$ cat config.mk
export PLATFORM = sky130hd
export DESIGN_NAME = cache_coherency_ctrl
export DESIGN_NICKNAME = d
export VERILOG_FILES = /design/src/rtl/cache_pkg.sv /design/src/rtl/cache_coherency_ctrl_perf_cnt.sv /design/src/rtl/cache_coherency_ctrl.sv
export SDC_FILE = /design/constraint.sdc
export NUM_CORES = 1
export LEC_CHECK = 0
export ABC_AREA = 1
export ABC_CLOCK_PERIOD_IN_PS = 1400
export BUFFER_PORTS_ARGS = -buffer_cell sky130_fd_sc_hd__buf_2
export CAP_MARGIN = 0
export CORE_ASPECT_RATIO = 0.9
export CORE_MARGIN = 2
export CORE_UTILIZATION = 35
export DETAILED_ROUTE_END_ITERATION = 8
export GPL_TIMING_DRIVEN = 0
export PLACE_DENSITY = 0.81
export SLEW_MARGIN = 10
export SYNTH_ARGS = -nofsm -noshare
export SYNTH_HDL_FRONTEND = slang
export SYNTH_SLANG_ARGS = --single-unit
export TNS_END_PERCENT = 1
$ cat constraint.sdc
create_clock -name clk -period 1.4 [get_ports clk]
set_input_delay 0.07 -clock clk [delete_from_list [all_inputs] [get_ports clk]]
set_output_delay 0.07 -clock clk [all_outputs]
set_load 0.02 [all_outputs]
$ cat src/rtl/cache_pkg.sv
// Shared types and constants for the ACE cache sequencing controller.
package cache_pkg;

  localparam int unsigned ST_W = 3;
  localparam int unsigned CS_W = 4;

  typedef enum logic [ST_W-1:0] {
    LS_UC = 3'b000,
    LS_UD = 3'b001,
    LS_SC = 3'b010,
    LS_SD = 3'b011,
    LS_I  = 3'b100
  } line_state_e;

  typedef enum logic [CS_W-1:0] {
    CS_IDLE, CS_LOOKUP, CS_WB, CS_WB_B, CS_RD_AR, CS_RD_R, CS_UPG_AR, CS_UPG_R,
    CS_CPU_WR, CS_SET_UD, CS_DONE, CS_ERR, CS_SNP_UPD, CS_SNP_CR, CS_SNP_CD
  } ctrl_state_e;

  // ACE CRRESP bit positions
  localparam int unsigned CR_DATA_TRANSFER = 0;
  localparam int unsigned CR_ERROR         = 1;
  localparam int unsigned CR_PASS_DIRTY    = 2;
  localparam int unsigned CR_IS_SHARED     = 3;
  localparam int unsigned CR_WAS_UNIQUE    = 4;

endpackage

$ cat src/rtl/cache_coherency_ctrl_perf_cnt.sv
// Saturating hit/miss/write-back counter bank.
module cache_perf_cnt #(
  parameter int unsigned CNT_W = 16
) (
  input  logic             clk,
  input  logic             rst_n,
  input  logic             hit_inc,
  input  logic             miss_inc,
  input  logic             wb_inc,
  output logic [CNT_W-1:0] hit_cnt,
  output logic [CNT_W-1:0] miss_cnt,
  output logic [CNT_W-1:0] wb_cnt
);

  always_ff @(posedge clk or negedge rst_n) begin
    if (!rst_n) begin
      hit_cnt  <= '0;
      miss_cnt <= '0;
      wb_cnt   <= '0;
    end else begin
      if (hit_inc && (hit_cnt != {CNT_W{1'b1}}))
        hit_cnt <= hit_cnt + CNT_W'(1);
      if (miss_inc && (miss_cnt != {CNT_W{1'b1}}))
        miss_cnt <= miss_cnt + CNT_W'(1);
      if (wb_inc && (wb_cnt != {CNT_W{1'b1}}))
        wb_cnt <= wb_cnt + CNT_W'(1);
    end
  end

endmodule

$ cat src/rtl/cache_coherency_ctrl.sv
// Sequencing FSM for the 8-line direct-mapped ACE cache datapath.
// Optional performance counters enabled by defining CACHE_PERF_CNT_EN.
module cache_coherency_ctrl
  import cache_pkg::*;
#(
  parameter int unsigned WIDTH_STATE = 3,
  parameter int unsigned CNT_W       = 16
) (
  input  logic                   clk,
  input  logic                   rst_n,
  input  logic                   cpu_req,
  input  logic                   cpu_we,
  output logic                   cpu_done,
  output logic                   cpu_err,
  input  logic                   cache_hit,
  input  logic [WIDTH_STATE-1:0] line_state,
  output logic                   write_from_cpu,
  output logic                   write_from_interconnect,
  output logic                   mux_en,
  output logic [WIDTH_STATE-1:0] new_state,
  output logic                   read_shared,
  output logic                   make_unique,
  output logic                   write_clean,
  output logic                   read_resp_en,
  output logic                   ac_enable,
  output logic                   ar_valid,
  input  logic                   ar_ready,
  output logic                   aw_valid,
  input  logic                   aw_ready,
  output logic                   w_valid,
  input  logic                   w_ready,
  input  logic                   r_valid,
  input  logic                   r_last,
  input  logic                   r_okay,
  input  logic                   b_valid,
  input  logic                   b_okay,
  input  logic                   ac_valid,
  output logic                   ac_ready,
  input  logic [4:0]             snp_cr_resp,
  input  logic                   snp_data,
  output logic                   cr_valid,
  input  logic                   cr_ready,
  output logic                   cd_valid,
  input  logic                   cd_ready,
  output logic [4:0]             cr_resp,
  output logic                   cd_last,
  output logic [CNT_W-1:0]       hit_cnt,
  output logic [CNT_W-1:0]       miss_cnt,
  output logic [CNT_W-1:0]       wb_cnt
);

  localparam logic [3:0] S_IDLE    = CS_IDLE;
  localparam logic [3:0] S_LOOKUP  = CS_LOOKUP;
  localparam logic [3:0] S_WB      = CS_WB;
  localparam logic [3:0] S_WB_B    = CS_WB_B;
  localparam logic [3:0] S_RD_AR   = CS_RD_AR;
  localparam logic [3:0] S_RD_R    = CS_RD_R;
  localparam logic [3:0] S_UPG_AR  = CS_UPG_AR;
  localparam logic [3:0] S_UPG_R   = CS_UPG_R;
  localparam logic [3:0] S_CPU_WR  = CS_CPU_WR;
  localparam logic [3:0] S_SET_UD  = CS_SET_UD;
  localparam logic [3:0] S_DONE    = CS_DONE;
  localparam logic [3:0] S_ERR     = CS_ERR;
  localparam logic [3:0] S_SNP_UPD = CS_SNP_UPD;
  localparam logic [3:0] S_SNP_CR  = CS_SNP_CR;
  localparam logic [3:0] S_SNP_CD  = CS_SNP_CD;

  logic [3:0] state_q, state_d;
  logic       we_q, aw_done_q, w_done_q, need_data_q;
  logic [4:0] cr_resp_q;
  logic       line_unique, line_dirty;

  assign line_unique = (line_state == WIDTH_STATE'(LS_UC)) || (line_state == WIDTH_STATE'(LS_UD));
  assign line_dirty  = (line_state == WIDTH_STATE'(LS_UD)) || (line_state == WIDTH_STATE'(LS_SD));
  assign cr_resp     = cr_resp_q;

  always_ff @(posedge clk or negedge rst_n) begin
    if (!rst_n) begin
      state_q     <= S_IDLE;
      we_q        <= 1'b0;
      aw_done_q   <= 1'b0;
      w_done_q    <= 1'b0;
      need_data_q <= 1'b0;
      cr_resp_q   <= '0;
    end else begin
      state_q <= state_d;
      if (state_q == S_IDLE && cpu_req)
        we_q <= cpu_we;
      // AW and W complete independently; remember which one is already accepted
      if (state_q == S_WB) begin
        if (aw_ready) aw_done_q <= 1'b1;
        if (w_ready)  w_done_q  <= 1'b1;
      end else begin
        aw_done_q <= 1'b0;
        w_done_q  <= 1'b0;
      end
      if (state_q == S_SNP_UPD) begin
        cr_resp_q   <= snp_cr_resp;
        need_data_q <= snp_data & snp_cr_resp[CR_DATA_TRANSFER];
      end
    end
  end

  always_comb begin
    state_d                 = state_q;
    cpu_done                = 1'b0;
    cpu_err                 = 1'b0;
    write_from_cpu          = 1'b0;
    write_from_interconnect = 1'b0;
    mux_en                  = 1'b0;
    new_state               = WIDTH_STATE'(LS_I);
    read_shared             = 1'b0;
    make_unique             = 1'b0;
    write_clean             = 1'b0;
    read_resp_en            = 1'b0;
    ac_enable               = 1'b0;
    ar_valid                = 1'b0;
    aw_valid                = 1'b0;
    w_valid                 = 1'b0;
    ac_ready                = 1'b0;
    cr_valid                = 1'b0;
    cd_valid                = 1'b0;
    case (state_q)
      S_IDLE: begin
        if (ac_valid)     state_d = S_SNP_UPD;
        else if (cpu_req) state_d = S_LOOKUP;
      end
      S_LOOKUP: begin
        if (cache_hit && !we_q)     state_d = S_DONE;
        else if (cache_hit)         state_d = line_unique ? S_CPU_WR : S_UPG_AR;
        else if (line_dirty)        state_d = S_WB;
        else                        state_d = S_RD_AR;
      end
      S_WB: begin
        write_clean = 1'b1;
        aw_valid    = !aw_done_q;
        w_valid     = !w_done_q;
        if ((aw_done_q || aw_ready) && (w_done_q || w_ready)) state_d = S_WB_B;
      end
      S_WB_B: begin
        if (b_valid) state_d = b_okay ? S_RD_AR : S_ERR;
      end
      S_RD_AR: begin
        read_shared = 1'b1;
        ar_valid    = 1'b1;
        if (ar_ready) state_d = S_RD_R;
      end
      S_RD_R: begin
        read_resp_en = 1'b1;
        // Fill commits in the beat cycle; write misses then re-run the lookup as a hit
        if (r_valid && r_last) begin
          if (r_okay) begin
            write_from_interconnect = 1'b1;
            state_d                 = S_LOOKUP;
          end else begin
            state_d = S_ERR;
          end
        end
      end
      S_UPG_AR: begin
        make_unique = 1'b1;
        ar_valid    = 1'b1;
        if (ar_ready) state_d = S_UPG_R;
      end
      S_UPG_R: begin
        if (r_valid && r_last) state_d = r_okay ? S_CPU_WR : S_ERR;
      end
      S_CPU_WR: begin
        write_from_cpu = 1'b1;
        state_d        = S_SET_UD;
      end
      S_SET_UD: begin
        mux_en    = 1'b1;
        new_state = WIDTH_STATE'(LS_UD);
        state_d   = S_DONE;
      end
      S_DONE: begin
        cpu_done = 1'b1;
        state_d  = S_IDLE;
      end
      S_ERR: begin
        cpu_done = 1'b1;
        cpu_err  = 1'b1;
        state_d  = S_IDLE;
      end
      S_SNP_UPD: begin
        ac_ready  = 1'b1;
        ac_enable = 1'b1;
        state_d   = S_SNP_CR;
      end
      S_SNP_CR: begin
        cr_valid = 1'b1;
        if (cr_ready) state_d = need_data_q ? S_SNP_CD : S_IDLE;
      end
      S_SNP_CD: begin
        cd_valid = 1'b1;
        if (cd_ready) state_d = S_IDLE;
      end
      default: state_d = S_IDLE;
    endcase
    cd_last = cd_valid;
  end

`ifdef CACHE_PERF_CNT_EN
  logic from_idle_q;

  // Hits are counted only for the first lookup of a request, not the post-fill re-lookup
  always_ff @(posedge clk or negedge rst_n) begin
    if (!rst_n) from_idle_q <= 1'b0;
    else        from_idle_q <= (state_q == S_IDLE);
  end

  cache_perf_cnt #(.CNT_W(CNT_W)) u_perf_cnt (
    .clk      (clk),
    .rst_n    (rst_n),
    .hit_inc  ((state_q == S_LOOKUP) && cache_hit && from_idle_q),
    .miss_inc ((state_q == S_LOOKUP) && !cache_hit),
    .wb_inc   ((state_q == S_WB_B) && b_valid && b_okay),
    .hit_cnt  (hit_cnt),
    .miss_cnt (miss_cnt),
    .wb_cnt   (wb_cnt)
  );
`else
  assign hit_cnt  = '0;
  assign miss_cnt = '0;
  assign wb_cnt   = '0;
`endif

endmodule
# Word level (Yosys, flattened, before mapping)
# Cells that the tools add are included.
# W data, S select, Z words.
totals:
  out_inout_bits: 73
  romBits: 0
  input_bits: 25
  wordCells: 91
  n_memories: 0
  regBits: 13
  latch_bits: 0
  ram_bits: 0
op_classes:
  muxes: 41
  n_reduce_logical: 16
  eq_ne: 27
  n_lt_le_gt_ge: 0
  n_shift: 0
  n_div: 0
  bitwise_logic: 1
  n_addsub: 0
  multipliers: 0
op_table:
  columns: ["cell", "n"]
  rows:
  - ["$mux W4", 16]
  - ["$pmux W4 S13", 1]
  - ["$eq A4 B4 Y1 const B", 7]
  - ["$mux W1", 21]
  - ["$ne A2 B2 Y1 const B", 9]
  - ["$eq A4 B3 Y1 const B", 4]
  - ["$reduce_and A9 Y1", 1]
  - ["$eq A4 B2 Y1 const B", 2]
  - ["$mux W3", 2]
  - ["$eq A4 B1 Y1 const B", 1]
  - ["$logic_and A1 B1 Y1", 4]
  - ["$logic_not A4 Y1", 1]
  - ["$logic_or A1 B1 Y1", 4]
  - ["$reduce_or A2 Y1", 2]
  - ["$eq A3 B1 Y1 const B", 1]
  - ["$eq A3 B2 Y1 const B", 1]
  - ["$logic_not A1 Y1", 3]
  - ["$logic_not A3 Y1", 1]
  - ["$ne A3 B3 Y1 const B", 1]
  - ["$mux W2", 1]
  - ["$ne A2 B1 Y1 const B", 1]
  - ["$and A1 B1 Y1", 1]

# Longest topological paths before layout
# Gate-level depths: netlist of the first run.
depth:
  word_depth: 6
  mapped_depth: 10
  mapped_depth_nobuf: 9

# Least setup slack after synthesis of the first run
# No wires, ideal clock.
synth_path:
  path_kind: "reg2out"
  from: "reg state_q[1]"
  to: "out write_from_interconnect"
  arrival_ps: 1320
  stages_incl_launch_ff: 4
  path_slack_ps: 10
  required_time_ps: 1330
  path_cell_list: "dfrtp_1 -> inv_1 -> nand2_1 -> nor4_1"
synth_between:
  elab_chain_len: 2
synth_lines:
  columns: ["element", "line", "text"]
  rows:
  - ["start: declaration", "cache_coherency_ctrl.sv:68", "logic [3:0] state_q, state_d;"]
  - ["start signal: assignment", "cache_coherency_ctrl.sv:86", "state_q <= state_d;"]
  - ["$eq A4 B3 Y1", "cache_coherency_ctrl.sv:123", "case (state_q)"]
  - ["$mux W1", "cache_coherency_ctrl.sv:123", null]
  - ["end: declaration", "cache_coherency_ctrl.sv:18", "output logic write_from_interconnect,"]
# Every way passes these cells.

# Worst setup path in the final report of the first run
layout_path:
  from: "reg state_q[1]"
  to: "out cpu_done"
layout_between:
  elab_chain_len: 3
  word_cells_on_any_way: 4
  classes_between: "2 x eq/ne; 1 x mux; 1 x reduce/logical"
layout_lines:
  columns: ["element", "line", "text"]
  rows:
  - ["$eq A4 B4 Y1", "cache_coherency_ctrl.sv:123", null]
  - ["$reduce_or A2 Y1 (no line) *", null, null]
  - ["$mux W1 *", "cache_coherency_ctrl.sv:123", null]
  - ["end: declaration", "cache_coherency_ctrl.sv:13", "output logic cpu_done,"]
# Mark *: on every way between the ends. The rest lies on a longest branch, timed or not.

==> results of run 1 <==
-- logic make-up after synthesis --
group / share of synthesized area
AOI/OAI and AO/OA: 0.03616
buffers and inverters: 0.3677
DFF: 0.2293
other: 0.002643
and+or+nand+nor: 0.3642
-- critical path, cell delays in order, from the launching register on --
cell and delay (ns):
dfrtp_2 0.51, inv_2 0.10, buf_4 0.15, nor3_1 0.19, buf_2 0.21
-- per-layer routing --
layer / routed length [um] / up-vias / track usage
li1: - / 777 / -
met1: 1347 / 630 / 0.1782
met2: 1869 / 84 / 0.2465
met3: 366 / 6 / 0.03312
met4: 33 / 0 / 0.03066
met5: 0 / - / 0
-- worst max-delay path by stage --
stage                                      start                      end  slack, ns  cells past startpoint
final                     state_q[1]$_DFFE_PN0P_                 cpu_done      -0.06                      4
after CTS                 state_q[1]$_DFFE_PN0P_  write_from_interconnect      -0.02                      4
after floorplan           state_q[1]$_DFFE_PN0P_  write_from_interconnect       0.01                      3
after detailed placement  state_q[1]$_DFFE_PN0P_                 ac_ready      -0.05                      5
after global placement    state_q[1]$_DFFE_PN0P_                 ac_ready      -0.04                      5
after global routing      state_q[3]$_DFFE_PN0P_   state_q[2]$_DFFE_PN0P_      -0.09                      8
-- timing repair --
action / 4_1_cts / 5_1_grt
endpoints found under the hold margin: 13 / 0
resized for setup: 14 / 25
endpoints found under the setup margin: 14 / 13
gates cloned: 0 / 0
pin swaps: 5 / 6
hold buffers: 1 / 0
setup buffers: 6 / 2
-- where the power goes --
group / switching (W) / internal (W) / leakage [nW]
Clock: 0.000120 / 0.000200 / 0.0228
Combinational: 0.00158 / 0.000955 / 1.20
Sequential: 0.000161 / 0.000555 / 0.161
-- cell type report --
cell class / instances / area, sq um
buffer: 54 / 412.9
clock buffer: 4 / 45.04
fill: 355 / 1675
inverter: 29 / 118.9
multi-input combinational: 168 / 834.6
sequential: 13 / 327.8
tap: 46 / 57.56
timing repair buffer: 57 / 337.8
-- flip-flops by register name, indices dropped and copies added, names as in the netlist --
signal and count:
we_q 1, need_data_q 1, state_q 4, aw_done_q 1, w_done_q 1, cr_resp 5
-- through the flow --
step,setup WS (ns),instances
final,-0.05769,371
after global routing,-0.08798,371
after CTS,-0.02212,369
after detailed placement,-0.05083,358
after global placement,-0.04165,358
after floorplan,0.009672,264
-- cell usage in the layout (no fill, tap or decap), types with 3 or more instances in the layout --
master,n
buf_4,66
nand2_1,54
conb_1,49
buf_2,40
inv_1,20
nor2_1,11
dfrtp_1,11
nand3_1,9
nor2_2,7
nor2_4,6
inv_2,6
nand2_4,6
a21oi_1,5
buf_6,4
nand3_2,4
nand2_2,4
nand4_1,4
o21ai_0,4
clkbuf_8,3
==> results.sh, run 1 <==
export IMPL_setup_slack_ns=-0.05769
export IMPL_worst_r2r_cell_count=7
export IMPL_final_area_sq_um=2135
export IMPL_ios=98
export IMPL_antenna_cells=0
export IMPL_cts_tree="built"
export IMPL_overflow=0
export IMPL_p_leak_nw=1.386
export IMPL_hold_viol=0
export IMPL_num_vias=1497
export IMPL_synthArstFlopShare=1.000
export IMPL_area_growth_pct=50.44
export IMPL_min_path_cells=3
export IMPL_worst_setup_path_start_kind="register"
export IMPL_synth_area_leaders="buf_4, dfrtp_1, nand2_1"
export IMPL_wl_per_cell_um=9.744
export IMPL_fin_total_pwr_w=0.003569
export IMPL_outcome="finished with violations"
export IMPL_powerDensity_nw_per_um2=1672
export IMPL_min_from="snp_cr_resp[2]"
export IMPL_cts_sinks=13
export IMPL_r2r_end="state_q[2]$_DFFE_PN0P_"
export IMPL_grt_usage=0.1418
export IMPL_synth_top_flop_cell="dfrtp_1"
export IMPL_drv_cap=0
export IMPL_gp_congestion=0.8898
export IMPL_placed_area_sq_um=1897
export IMPL_cts_buffers=3
export IMPL_die_w_um=71.12
export IMPL_hold_ws_ns=0.02897
export IMPL_die_h_um=64.41
export IMPL_synth_warning_count=0
export IMPL_min_period_ns=1.458
export IMPL_firstDrtPassIters=4
export IMPL_drive_above_1_share=0.4677
export IMPL_synth_yosys_seq_area_share=0.2293
export IMPL_end_kind="primary output"
export IMPL_antenna_found_initial=0
export IMPL_post_route_period_util=1.041
export IMPL_wl_um=3615
export IMPL_crit_arrival_ns=1.39
export IMPL_failed_checks="setup timing"
export IMPL_slew_viol_final=0
export IMPL_clk_pin_slew_ns=0.05
export IMPL_crit_fanout=7
export IMPL_clock_skew_ns=0.0007701
export IMPL_grt_pass1_vias=1224
export IMPL_die_area_sq_um=4580
export IMPL_synth_edf_count=0
export IMPL_cts_root_buffer="clkbuf_8"
export IMPL_htree_num_levels=1
export IMPL_fin_tns_setup_ns=-0.2202
export IMPL_synth_seq_cells=13
export IMPL_avgViaCountPerCell=4.035
export IMPL_drt_iter0_markers=70
export IMPL_final_core_util=0.5603
export IMPL_initial_core_util=0.3724
export IMPL_synth_area_leader_cell="buf_4"
export IMPL_rsz0062_at_grt="yes"
export IMPL_fmax_ghz=0.6860
export IMPL_critical_path_required_ns=1.33
export IMPL_yosysMostFrequentCell="nand2_1"
export IMPL_cts_buffer_depth=2
export IMPL_setup_viol=8
export IMPL_grt_pass1_wl_um=5271
export IMPL_ir_worst_vdd_uv=890.4
export IMPL_io_buffers=48
export IMPL_syn_avg_cell_area_sq_um=6.569
export IMPL_fin_nets=351
export IMPL_min_to="cr_resp[2]$_DFFE_PN0P_"
export IMPL_hpwl_um=2782
export IMPL_yosysTopAreaCellShare=0.2751
export IMPL_drc=0
export IMPL_core_area_sq_um=3810
export IMPL_hp_class="in2reg"
export IMPL_r2r_start="state_q[1]$_DFFE_PN0P_"
export IMPL_rrSetupSlack_ns=-0.04
export IMPL_insertion_delay_ns=0.23
export IMPL_num_rows=21
export IMPL_synth_common_cells="nand2_1, buf_4, inv_1"
export IMPL_path_class="reg2out"
export IMPL_syn_inst=216
export IMPL_ys_types=21
export IMPL_grt_max_degree=14
export IMPL_syn_area_sq_um=1419
export IMPL_postRouteAntennaNets=0
Power figures use the tool's default switching activity.
==> inputs of run 2 (changes only) <==
--- a/config.mk
+++ b/config.mk
@@ -11,10 +11,10 @@
 export CAP_MARGIN = 0
 export CORE_ASPECT_RATIO = 0.9
 export CORE_MARGIN = 2
-export CORE_UTILIZATION = 35
+export CORE_UTILIZATION = 40
 export DETAILED_ROUTE_END_ITERATION = 8
 export GPL_TIMING_DRIVEN = 0
-export PLACE_DENSITY = 0.81
+export PLACE_DENSITY = 0.89
 export SLEW_MARGIN = 10
 export SYNTH_ARGS = -nofsm -noshare
 export SYNTH_HDL_FRONTEND = slang
==> results.sh, run 2 (synthesized netlist as in run 1, its figures left out) <==
export IMPL_insertion_delay_ns=0.24
export IMPL_setup_viol=3
export IMPL_drive_above_1_share=0.4636
export IMPL_core_area_sq_um=3378
export IMPL_r2r_end="state_q[2]$_DFFE_PN0P_"
export IMPL_cts_buffers=3
export IMPL_drt_iter0_markers=49
export IMPL_largest_register_ffs=5
export IMPL_overflow=0
export IMPL_layout_common_cells="buf_4, nand2_1, conb_1"
export IMPL_critical_path_required_ns=1.33
export IMPL_crit_fanout=7
export IMPL_avgViaCountPerCell=3.984
export IMPL_end_kind="primary output"
export IMPL_cts_root_buffer="clkbuf_8"
export IMPL_rrSetupSlack_ns=0.01
export IMPL_combPwrFrac=0.714
export IMPL_num_rows=20
export IMPL_switchingPower_w=0.001821
export IMPL_wl_per_cell_um=9.179
export IMPL_grt_max_degree=14
export IMPL_crit_arrival_ns=1.34
export IMPL_drc=0
export IMPL_io_buffers=48
export IMPL_initial_core_util=0.4200
export IMPL_fin_total_pwr_w=0.003638
export IMPL_area_growth_pct=52.91
export IMPL_grt_pass1_wl_um=5216
export IMPL_grt_pass1_vias=1260
export IMPL_worst_r2r_cell_count=9
export IMPL_clock_skew_ns=0.002254
export IMPL_p_leak_nw=1.417
export IMPL_wl_um=3433
export IMPL_internal_power_w=0.001818
export IMPL_fin_tns_setup_ns=-0.03140
export IMPL_min_from="snp_cr_resp[4]"
export IMPL_cts_buffer_depth=2
export IMPL_hold_viol=0
export IMPL_min_period_ns=1.414
export IMPL_firstDrtPassIters=4
export IMPL_gp_congestion=0.8809
export IMPL_pwr_share_seq=0.197
export IMPL_ios=98
export IMPL_clk_pin_slew_ns=0.05
export IMPL_fin_nets=356
export IMPL_crit_end="write_from_interconnect"
export IMPL_die_w_um=66.78
export IMPL_hp_class="in2reg"
export IMPL_post_route_period_util=1.010
export IMPL_outcome="finished with violations"
export IMPL_swShare=0.5004
export IMPL_antenna_cells=0
export IMPL_setup_slack_ns=-0.01444
export IMPL_worst_setup_path_start_kind="register"
export IMPL_p_clk_frac=0.089
export IMPL_rsz0062_at_grt="yes"
export IMPL_final_common_cell="buf_4"
export IMPL_fmax_ghz=0.7070
export IMPL_die_area_sq_um=4040
export IMPL_grt_usage=0.1659
export IMPL_r2r_start="state_q[3]$_DFFE_PN0P_"
export IMPL_cts_tree="built"
export IMPL_failed_checks="setup timing"
export IMPL_final_core_util=0.6422
export IMPL_die_h_um=60.50
export IMPL_antenna_found_initial=0
export IMPL_num_vias=1490
export IMPL_path_class="reg2out"
export IMPL_htree_num_levels=1
export IMPL_slew_viol_final=0
export IMPL_cts_sinks=13
export IMPL_postRouteAntennaNets=0
export IMPL_crit_start="state_q[1]$_DFFE_PN0P_"
export IMPL_hpwl_um=2644
export IMPL_ir_worst_vdd_uv=996.9
export IMPL_drv_cap=0
export IMPL_powerDensity_nw_per_um2=1677
## run 2: power groups by stage
stage / Combinational, W / Sequential, W / Clock (W)
finish: 0.00260 / 0.000718 / 0.000322
global route: 0.00284 / 0.000740 / 0.000361
CTS: 0.00241 / 0.000708 / 0.000336
detailed placement: 0.00204 / 0.000679 / 0
global placement: 0.00199 / 0.000676 / 0
floorplan: 0.00149 / 0.000752 / 0
## run 2: worst max-delay path, stage by stage, from the launching register on
cell and delay, ns:
dfrtp_2 0.50, inv_2 0.10, nand2_2 0.07, nor4_1 0.24, buf_2 0.20
## run 2: through the flow
stage / instances / hold slack (ns) / instance area, sq um / setup slack [ns]
floorplan: 264 / -0.2256 / 1599 / 0.009672
global route: 374 / 0.03095 / 2170 / -0.09145
detailed placement: 356 / -0.03046 / 1894 / -0.03838
global placement: 356 / -0.03347 / 1894 / -0.03162
finish: 374 / 0.02196 / 2170 / -0.01444
CTS: 371 / 0.01522 / 2095 / -0.009933
## run 2: how the worst min path moves through the flow
| stage | to | slack [ns] | cells past startpoint |
|---|---|---|---|
| 6_report | cr_resp[4]$_DFFE_PN0P_ | 0.02 | 3 |
| 5_1_grt | cr_resp[2]$_DFFE_PN0P_ | 0.03 | 3 |
| 4_1_cts | cr_resp[4]$_DFFE_PN0P_ | 0.02 | 3 |
| 3_5_place_dp | we_q$_DFFE_PN0P_ | -0.03 | 1 |
| 3_3_place_gp | we_q$_DFFE_PN0P_ | -0.03 | 1 |
| 2_1_floorplan | aw_done_q$_DFFE_PN0P_ | -0.23 | 0 |
## run 2: per-layer routing
metal,vias up,GRT usage,share of wire
met2,59,0.3086,0.51
met3,0,0.03711,0.082
met5,-,0,0
li1,792,-,-
met1,639,0.2023,0.41
met4,0,0.02332,0
## run 2: what timing repair did
item	4_1_cts	5_1_grt
resized for setup	20	16
hold buffers	1	0
endpoints found under the hold margin	13	0
pin swaps	6	5
endpoints found under the setup margin	14	14
buffers inserted	10	3
## run 2: final cells by class
class / count / area [sq um]
multi-input combinational: 168 / 817.0
timing repair buffer: 62 / 386.6
inverter: 29 / 121.4
sequential: 13 / 327.8
clock buffer: 4 / 45.04
buffer: 54 / 416.7
tap: 44 / 55.05
fill: 316 / 1209
==> inputs of run 3 (changes only) <==
--- a/config.mk
+++ b/config.mk
@@ -14,7 +14,7 @@
 export CORE_UTILIZATION = 40
 export DETAILED_ROUTE_END_ITERATION = 8
 export GPL_TIMING_DRIVEN = 0
-export PLACE_DENSITY = 0.89
+export PLACE_DENSITY = 0.77
 export SLEW_MARGIN = 10
 export SYNTH_ARGS = -nofsm -noshare
 export SYNTH_HDL_FRONTEND = slang
==> results.sh, run 3 (synthesized netlist as in run 1, its figures left out) <==
export IMPL_outcome="finished with violations"
export IMPL_failed_checks="setup timing"
export IMPL_cts_root_buffer="clkbuf_8"
export IMPL_firstDrtPassIters=5
export IMPL_wl_um=3381
export IMPL_initial_core_util=0.4200
export IMPL_cts_buffer_depth=2
export IMPL_clk_pin_slew_ns=0.05
export IMPL_grt_pass1_wl_um=5106
export IMPL_min_to="cr_resp[4]$_DFFE_PN0P_"
export IMPL_powerDensity_nw_per_um2=1633
export IMPL_crit_fanout=7
export IMPL_setup_viol=2
export IMPL_antenna_found_initial=0
export IMPL_crit_arrival_ns=1.37
export IMPL_post_route_period_util=1.025
export IMPL_ir_worst_vdd_uv=1148
export IMPL_setup_slack_ns=-0.03523
export IMPL_drv_cap=0
export IMPL_cts_buffers=3
export IMPL_grt_pass1_vias=1259
export IMPL_final_area_sq_um=2130
export IMPL_drt_iter0_markers=70
export IMPL_final_common_cell="buf_4"
export IMPL_cts_sinks=13
export IMPL_p_leak_nw=1.385
export IMPL_wl_per_cell_um=9.113
export IMPL_grt_use_met1=0.1972
export IMPL_rrSetupSlack_ns=0.01
export IMPL_critical_path_required_ns=1.33
export IMPL_slew_viol_final=0
export IMPL_fillCellCount=337
export IMPL_hp_class="in2reg"
export IMPL_num_rows=20
export IMPL_largest_register_ffs=5
export IMPL_die_area_sq_um=4040
export IMPL_fmax_ghz=0.6968
export IMPL_min_from="snp_cr_resp[4]"
export IMPL_ios=98
export IMPL_r2r_end="state_q[2]$_DFFE_PN0P_"
export IMPL_placed_area_sq_um=1894
export IMPL_end_kind="primary output"
export IMPL_antenna_cells=0
export IMPL_worst_setup_path_start_kind="register"
export IMPL_overflow=0
export IMPL_hold_ws_ns=0.01807
export IMPL_io_buffers=48
export IMPL_dp_slack_ns=-0.06452
export IMPL_clock_skew_ns=0.001846
export IMPL_groute_layer_met2_usage=0.2900
export IMPL_grt_busiest_layer="met2"
export IMPL_fin_nets=353
export IMPL_core_area_sq_um=3378
export IMPL_min_period_ns=1.435
export IMPL_worst_r2r_cell_count=7
export IMPL_die_h_um=60.50
export IMPL_avgViaCountPerCell=4.057
export IMPL_fin_tns_setup_ns=-0.03783
export IMPL_path_class="reg2out"
export IMPL_drive_above_1_share=0.4679
export IMPL_htree_num_levels=1
export IMPL_insertion_delay_ns=0.24
export IMPL_grt_usage=0.1645
export IMPL_hold_viol=0
export IMPL_rsz0062_at_grt="yes"
export IMPL_postRouteAntennaNets=0
export IMPL_grt_max_degree=14
export IMPL_layout_common_cells="buf_4, nand2_1, conb_1"
export IMPL_gp_congestion=0.8688
export IMPL_min_path_cells=3
export IMPL_use_met3=0.04824
export IMPL_die_w_um=66.78
export IMPL_cts_tree="built"
export IMPL_hpwl_um=2589
export IMPL_r2r_start="state_q[1]$_DFFE_PN0P_"
export IMPL_drc=0
export IMPL_area_growth_pct=50.09
export IMPL_num_vias=1505
run 3: changes by cell type in the layout (fill, tap and decap cells not counted), sizes merged:
cell      previous run  this run
buf                115       112
clkinvlp             0         1
inv                 29        28
run 3: metal layers:
layer | up-vias | wire (um)
met1 | 647 | 1282
met3 | 4 | 362
met5 | - | 0
met4 | 0 | 28
li1 | 781 | -
met2 | 73 | 1707
run 3: stage by stage:
stage / util / power (W) / std cells
after floorplan: - / 0.002243 / 264
after global placement: 0.5607 / 0.002681 / 356
after detailed placement: 0.5607 / 0.002717 / 356
after CTS: 0.6122 / 0.003341 / 370
after global routing: 0.6304 / 0.003763 / 371
final: 0.6304 / 0.003477 / 371
run 3: where the power goes:
| part | switching, W | total [W] | leakage, nW | internal (W) |
|---|---|---|---|---|
| sequential | 0.000155 | 0.000710 | 0.161 | 0.000555 |
| clock | 0.000127 | 0.000328 | 0.0228 | 0.000201 |
| combinational | 0.00150 | 0.00244 | 1.20 | 0.000936 |
| total | 0.00178 | 0.00348 | 1.38 | 0.00169 |
run 3: critical path, stage by stage, from the launching register on:
cell and delay, ns:
dfrtp_2 0.50, inv_2 0.11, nand2_2 0.08, nor4_2 0.25, buf_4 0.18
run 3: area by class of cell:
type	count	area, sq um	area share
Buffer	54	412.9	0.1939
Clock buffer	4	45.04	0.02115
Inverter	29	117.6	0.05523
Multi-Input combinational cell	168	813.3	0.3819
Sequential cell	13	327.8	0.1539
Tap cell	44	55.05	0.02585
Timing Repair Buffer	59	357.8	0.1680
run 3: worst max path at each step:
stage                           startpoint                       to  slack (ns)  depth (start not counted)
floorplan           state_q[1]$_DFFE_PN0P_  write_from_interconnect        0.01                          3
finish              state_q[1]$_DFFE_PN0P_  write_from_interconnect       -0.04                          4
CTS                 state_q[1]$_DFFE_PN0P_  write_from_interconnect       -0.03                          4
global placement    state_q[1]$_DFFE_PN0P_                 ac_ready       -0.04                          5
detailed placement  state_q[1]$_DFFE_PN0P_                 ac_ready       -0.06                          5
global route        state_q[1]$_DFFE_PN0P_  write_from_interconnect       -0.11                          4
run 3: what timing repair did:
action | 4_1_cts | 5_1_grt
resized for setup | 17 | 19
endpoints found under the setup margin | 14 | 12
pin swaps | 3 | 3
hold buffers | 1 | 0
endpoints found under the hold margin | 13 | 0
buffers inserted | 9 | 1
